$ cat src/rtl/decoder_pkg.sv
// decoder_pkg: shared constants and helpers for the scan_decoder block.
// Provides the mode encodings, a bounded one-hot helper and a width helper.
package decoder_pkg;

  localparam logic MODE_DIRECT = 1'b0;
  localparam logic MODE_SCAN   = 1'b1;

  // Smallest w such that 2**w >= value (0 for value <= 1).
  function automatic int clog2(input int value);
    int w;
    w = 0;
    for (int i = 0; i < 31; i++) begin
      if ((1 << i) < value) w = i + 1;
    end
    return w;
  endfunction

  // One-hot code for idx over num_out outputs; out-of-range idx gives all zero.
  function automatic logic [31:0] onehot(input logic [31:0] idx, input int num_out);
    logic [31:0] result;
    result = '0;
    if (idx < 32'(num_out)) result = 32'd1 << idx;
    return result;
  endfunction

endpackage

$ cat src/rtl/scan_decoder_dwell_counter.sv
// dwell_counter: prescaler that counts 0..DWELL-1 while enabled and flags the
// last count with tick, so the owner knows when to advance its index.
module dwell_counter
  import decoder_pkg::*;
#(
  parameter int DWELL = 3
) (
  input  logic clk,
  input  logic rst,
  input  logic clr,
  input  logic en,
  output logic tick
);

  localparam int CW = (DWELL > 1) ? clog2(DWELL) : 1;
  localparam logic [CW-1:0] LAST = CW'(DWELL - 1);

  logic [CW-1:0] count_q;
  logic [CW-1:0] count_d;

  assign tick = en && (count_q == LAST);

  // Next count: clear wins, otherwise roll over at the last count while enabled.
  always_comb begin
    count_d = count_q;
    if (clr) begin
      count_d = '0;
    end else if (en) begin
      count_d = tick ? '0 : count_q + 1'b1;
    end
  end

  // Prescaler register with synchronous reset.
  always_ff @(posedge clk) begin
    if (rst) begin
      count_q <= '0;
    end else begin
      count_q <= count_d;
    end
  end

endmodule

$ cat src/rtl/scan_decoder.sv
// scan_decoder: registered SEL_W-to-NUM_OUT one-hot decoder with a direct mode
// (sel picks the output) and a scan mode (index rotates every DWELL cycles).
// Optional build macro SCAN_BLANK_EN inserts one all-zero blanking cycle at
// every scan index change; the default build switches outputs directly.
module scan_decoder
  import decoder_pkg::*;
#(
  parameter int SEL_W   = 2,
  parameter int NUM_OUT = 4,
  parameter int DWELL   = 3
) (
  input  logic               clk,
  input  logic               rst,
  input  logic               en,
  input  logic               mode,
  input  logic [SEL_W-1:0]   sel,
  output logic [NUM_OUT-1:0] out,
  output logic [SEL_W-1:0]   cur_idx,
  output logic               wrap
);

  localparam logic [SEL_W-1:0] LAST_IDX = SEL_W'(NUM_OUT - 1);

  logic               mode_q,    mode_d;
  logic [SEL_W-1:0]   idx_q,     idx_d;
  logic [NUM_OUT-1:0] out_q,     out_d;
  logic [SEL_W-1:0]   cur_idx_q, cur_idx_d;
  logic               wrap_q,    wrap_d;
`ifdef SCAN_BLANK_EN
  logic               blank_q,   blank_d;
`endif

  logic             entry;
  logic             scanning;
  logic             pre_clr;
  logic             pre_en;
  logic             tick;
  logic [SEL_W-1:0] idx_next;
  logic [SEL_W-1:0] entry_idx;

  // A scan entry is the first enabled cycle in scan mode after direct mode.
  assign entry     = en && (mode == MODE_SCAN) && (mode_q == MODE_DIRECT);
  assign scanning  = en && (mode == MODE_SCAN) && (mode_q == MODE_SCAN);
  assign pre_clr   = en && ((mode == MODE_DIRECT) || entry);
`ifdef SCAN_BLANK_EN
  assign pre_en    = scanning && !blank_q;
`else
  assign pre_en    = scanning;
`endif
  assign idx_next  = (idx_q == LAST_IDX) ? '0 : idx_q + 1'b1;
  assign entry_idx = (32'(sel) < 32'(NUM_OUT)) ? sel : '0;

  dwell_counter #(
    .DWELL(DWELL)
  ) u_prescaler (
    .clk (clk),
    .rst (rst),
    .clr (pre_clr),
    .en  (pre_en),
    .tick(tick)
  );

  // Next-state decode for mode tracking, scan index and all registered outputs.
  always_comb begin
    mode_d    = mode_q;
    idx_d     = idx_q;
    out_d     = out_q;
    cur_idx_d = cur_idx_q;
    wrap_d    = 1'b0;
`ifdef SCAN_BLANK_EN
    blank_d   = blank_q;
`endif
    if (!en) begin
      out_d = '0;
    end else if (mode == MODE_DIRECT) begin
      mode_d    = MODE_DIRECT;
      out_d     = NUM_OUT'(onehot(32'(sel), NUM_OUT));
      cur_idx_d = sel;
`ifdef SCAN_BLANK_EN
      blank_d   = 1'b0;
`endif
    end else if (entry) begin
      mode_d    = MODE_SCAN;
      idx_d     = entry_idx;
      cur_idx_d = entry_idx;
      out_d     = NUM_OUT'(onehot(32'(entry_idx), NUM_OUT));
`ifdef SCAN_BLANK_EN
      blank_d   = 1'b0;
`endif
    end else begin
`ifdef SCAN_BLANK_EN
      if (blank_q) begin
        blank_d = 1'b0;
        out_d   = NUM_OUT'(onehot(32'(idx_q), NUM_OUT));
      end else if (tick) begin
        idx_d     = idx_next;
        cur_idx_d = idx_next;
        wrap_d    = (idx_next == '0);
        out_d     = '0;
        blank_d   = 1'b1;
      end else begin
        out_d = NUM_OUT'(onehot(32'(idx_q), NUM_OUT));
      end
`else
      if (tick) begin
        idx_d     = idx_next;
        cur_idx_d = idx_next;
        wrap_d    = (idx_next == '0);
        out_d     = NUM_OUT'(onehot(32'(idx_next), NUM_OUT));
      end else begin
        out_d = NUM_OUT'(onehot(32'(idx_q), NUM_OUT));
      end
`endif
    end
  end

  // State and output registers with synchronous reset.
  always_ff @(posedge clk) begin
    if (rst) begin
      mode_q    <= MODE_DIRECT;
      idx_q     <= '0;
      out_q     <= '0;
      cur_idx_q <= '0;
      wrap_q    <= 1'b0;
`ifdef SCAN_BLANK_EN
      blank_q   <= 1'b0;
`endif
    end else begin
      mode_q    <= mode_d;
      idx_q     <= idx_d;
      out_q     <= out_d;
      cur_idx_q <= cur_idx_d;
      wrap_q    <= wrap_d;
`ifdef SCAN_BLANK_EN
      blank_q   <= blank_d;
`endif
    end
  end

  assign out     = out_q;
  assign cur_idx = cur_idx_q;
  assign wrap    = wrap_q;

endmodule

$ cat config.mk
export PLATFORM = sky130hd
export DESIGN_NAME = scan_decoder
export DESIGN_NICKNAME = d
export VERILOG_FILES = /design/src/rtl/decoder_pkg.sv /design/src/rtl/scan_decoder_dwell_counter.sv /design/src/rtl/scan_decoder.sv
export SDC_FILE = /design/constraint.sdc
export NUM_CORES = 1
export LEC_CHECK = 0
export ABC_AREA = 1
export CAP_MARGIN = 10
export CORE_UTILIZATION = 25
export CTS_CLUSTER_DIAMETER = 100
export DETAILED_ROUTE_END_ITERATION = 7
export GPL_TIMING_DRIVEN = 0
export PLACE_DENSITY = 0.55
export SLEW_MARGIN = 20
export SYNTH_ARGS = -nofsm -noshare
export SYNTH_HDL_FRONTEND = slang
export SYNTH_SLANG_ARGS = --single-unit
$ cat constraint.sdc
create_clock -name clk -period 3.4 [get_ports clk]
set_clock_uncertainty 0.2 [all_clocks]
set_input_delay 0.51 -clock clk [delete_from_list [all_inputs] [get_ports clk]]
set_output_delay 0.51 -clock clk [all_outputs]
set_load 0.05 [all_outputs]
==> run summary <==
Vias in the first global route: 554
Crit-path max cell delay: 0.80 ns
Max-slew violations: 0
Setup violators final: 0
Post_cts resized: 0
R2R Path End: out[0]$_SDFF_PP0_
Syn_area_per_cell: 6.63 µm²
IO buf count: 12
Share of the synthesized area in the top cell type: 38.9%
Wire length on met1: 644 µm
Fin nets: 117
Top-count cell post-synth: nand2_1
Wirelength, routed: 1.34 mm
Critical Path AT: 1.41 ns
Top area cells in the synthesized netlist: dfxtp_1 (39%), nand2_1 (14%), nand3_1 (11%)
WHS Endpoint: cur_idx[0]$_SDFFE_PP0P_
Iteration-0 DRC count of the detailed router: 17
Initial antenna violation count: 0
Ys Warns: 0
Sw Pwr: 0.0000930 W
CTS tree: yes
Clk slew on worst S/H paths: 0.08 ns
DR top layer: met4
Max-slew headroom: 67.2%
Final Cycle Share: 62.5%
Pwr/cell area: 405 nW/µm²
Total number of vias: 638
CP startpoint kind: flip-flop
Mapped Cells: 93
Fin worst setup slack: 1.28 ns
Die area: 2670 µm²
CTS buffer count: 3
Flops & latches, synth: 12
CTS H-tree depth: 1
PnR Total Power: 0.000327 W
Peak supply drop: 0.146 mV
Hold path cells: 2
Sequential power share: 45.9%
Clock power frac: 35.0%
Area Overhead vs Synth: 31.0%
Outcome: complete, no violations
Hold_ws: 0.291 ns
Synth top cells by count: nand2_1 (23), inv_1 (17), nand3_1 (14), dfxtp_1 (12), a21oi_1 (10)
Remaining Overflow, GRT: 0
Internal power: 0.000234 W
Post-synth cell types: 11
Die Ht: 51.7 µm
Met3 WL post-DR: 40 µm
Core Area: 2280 µm²
Syn Std Cell Area: 617 µm²
Slew @ Worst Pin: 0.491 ns
Met2 wire len: 622 µm
Post-synth EDFFs: 0
Clock tree buffer depth: 2
Largest net degree at the start of global routing: 8
F_max: 471 MHz
CTS Hold Buffers Added: 0
Pleak: 0.363 nW
Final HPWL DP: 1.08 mm
Share of layout cells above drive strength 1: 4.59%
Asr flop ratio synth: 0%
Worst flop-to-flop path startpoint: mode_q$_SDFFE_PP0P_
Hold crit path type: reg -> reg
Clk sink count: 12
Syn_nets: 100
WL per Instance: 9.81 µm
Pre-CTS WS: 1.13 ns
CP Data Required Time: 2.69 ns
Worst path slowest cell: clkdlybuf4s50_1
Worst-skew pair later-pin latency: 0.28 ns
Gr usage total: 11.5%
Clk root buf: clkbuf_4
Hold Fails Final Rpt: 0
Gate power share: 19.1%
Setup CP Type: reg -> out
Worst Path Buf+Inv: 1
Minimum clock period: 2.12 ns
Switching share of total power: 28.4%
Cell breakdown of the critical path: clkdlybuf4s50_1
IO Count: 13
Post-CTS Setup Bufs: 0
Antenna-violating nets left: 0
Crit path capture type: primary output
Residual DRC count: 0
Diodes inserted: 0
Vias per cell: 4.66
Crit-path max FO: 2
Sequential area share after synthesis: 38.9%
Max-cap violations: 0
First-pass GRT wire length: 2.27 mm
Setup TNS Final: 0 ns
Reg2Reg Setup Slack: 1.81 ns
RePlAce Congestion: 0.802
Reg2reg path depth: 7
Delay-heaviest family, CP: buffers and inverters
Area leader, netlist: dfxtp_1
RSZ-0062 raised after global routing: false
Min-delay src: cur_idx[0]$_SDFFE_PP0P_
# rows: 17
Initial Util: 27.1%
Router iterations before antenna repair: 4
Predominant post-synthesis flop cell: dfxtp_1
Die X: 51.7 µm
worst max-delay path by stage:
stage | start | to | slack, ns | cells after the start
6_report | cur_idx[0]$_SDFFE_PP0P_ | cur_idx[0] | 1.28 | 1
3_3_place_gp | mode | out[2]$_SDFF_PP0_ | 1.15 | 7
2_1_floorplan | en | out[0]$_SDFF_PP0_ | 1.98 | 6
3_5_place_dp | mode | out[0]$_SDFF_PP0_ | 1.13 | 7
4_1_cts | cur_idx[0]$_SDFFE_PP0P_ | cur_idx[0] | 1.26 | 1
5_1_grt | cur_idx[1]$_SDFFE_PP0P_ | cur_idx[1] | 1.23 | 1
cell type report:
class | instances | area [µm²]
flip-flops and latches | 12 | 240
multi-input cells | 64 | 313
clock buffers | 4 | 36.3
fillers | 247 | 1470
repair buffers | 12 | 120
inverters | 17 | 63.8
well taps | 28 | 35.0
metrics by stage:
stage	utilization (%)	instance area [µm²]	std cells
finish	35.5	808	137
global route	35.5	808	137
CTS	35.5	808	137
detailed placement	33.9	772	133
global placement	33.9	772	133
floorplan	-	617	93
power by group through the flow:
stage               clock (W)  sequential, W  combinational (W)
finish               0.000115       0.000150          0.0000625
floorplan                   0       0.000165          0.0000282
detailed placement          0       0.000154          0.0000623
CTS                  0.000118       0.000150          0.0000628
global route         0.000126       0.000151          0.0000679
global placement            0       0.000153          0.0000619
placed cells by master, fill, tap and decap left out:
cell and instances:
a21oi_1 10, clkbuf_4 3, clkbuf_8 1, clkdlybuf4s50_1 12
dfxtp_1 12, ha_1 1, inv_1 17, nand2_1 23
nand3_1 14, nor2_1 4, nor2_4 1, o211ai_1 3
o21ai_0 6, o21bai_1 2
sequential cells by signal (all words and copies together), names as in the netlist:
name,cells
cur_idx,2
idx_q,2
out,4
mode_q,1
u_prescaler.count_q,2
wrap,1
metal layers:
layer  up-vias  GRT usage, %
met4         0          8.11
met1       287          13.6
met2        11          18.8
met5         -             0
met3         5          1.75
li1        335             -
cell families (layout without fill, tap and decap cells):
family / after synthesis / after routing / share of synthesized area (%)
AOI/OAI and AO/OA: 21 / 21 / 19.1
adders and majority gates: 1 / 1 / 2.03
and+or+nand+nor: 42 / 42 / 29.6
DFF: 12 / 12 / 38.9
buffers and inverters: 17 / 33 / 10.3
(Power assumes the default switching activity.)
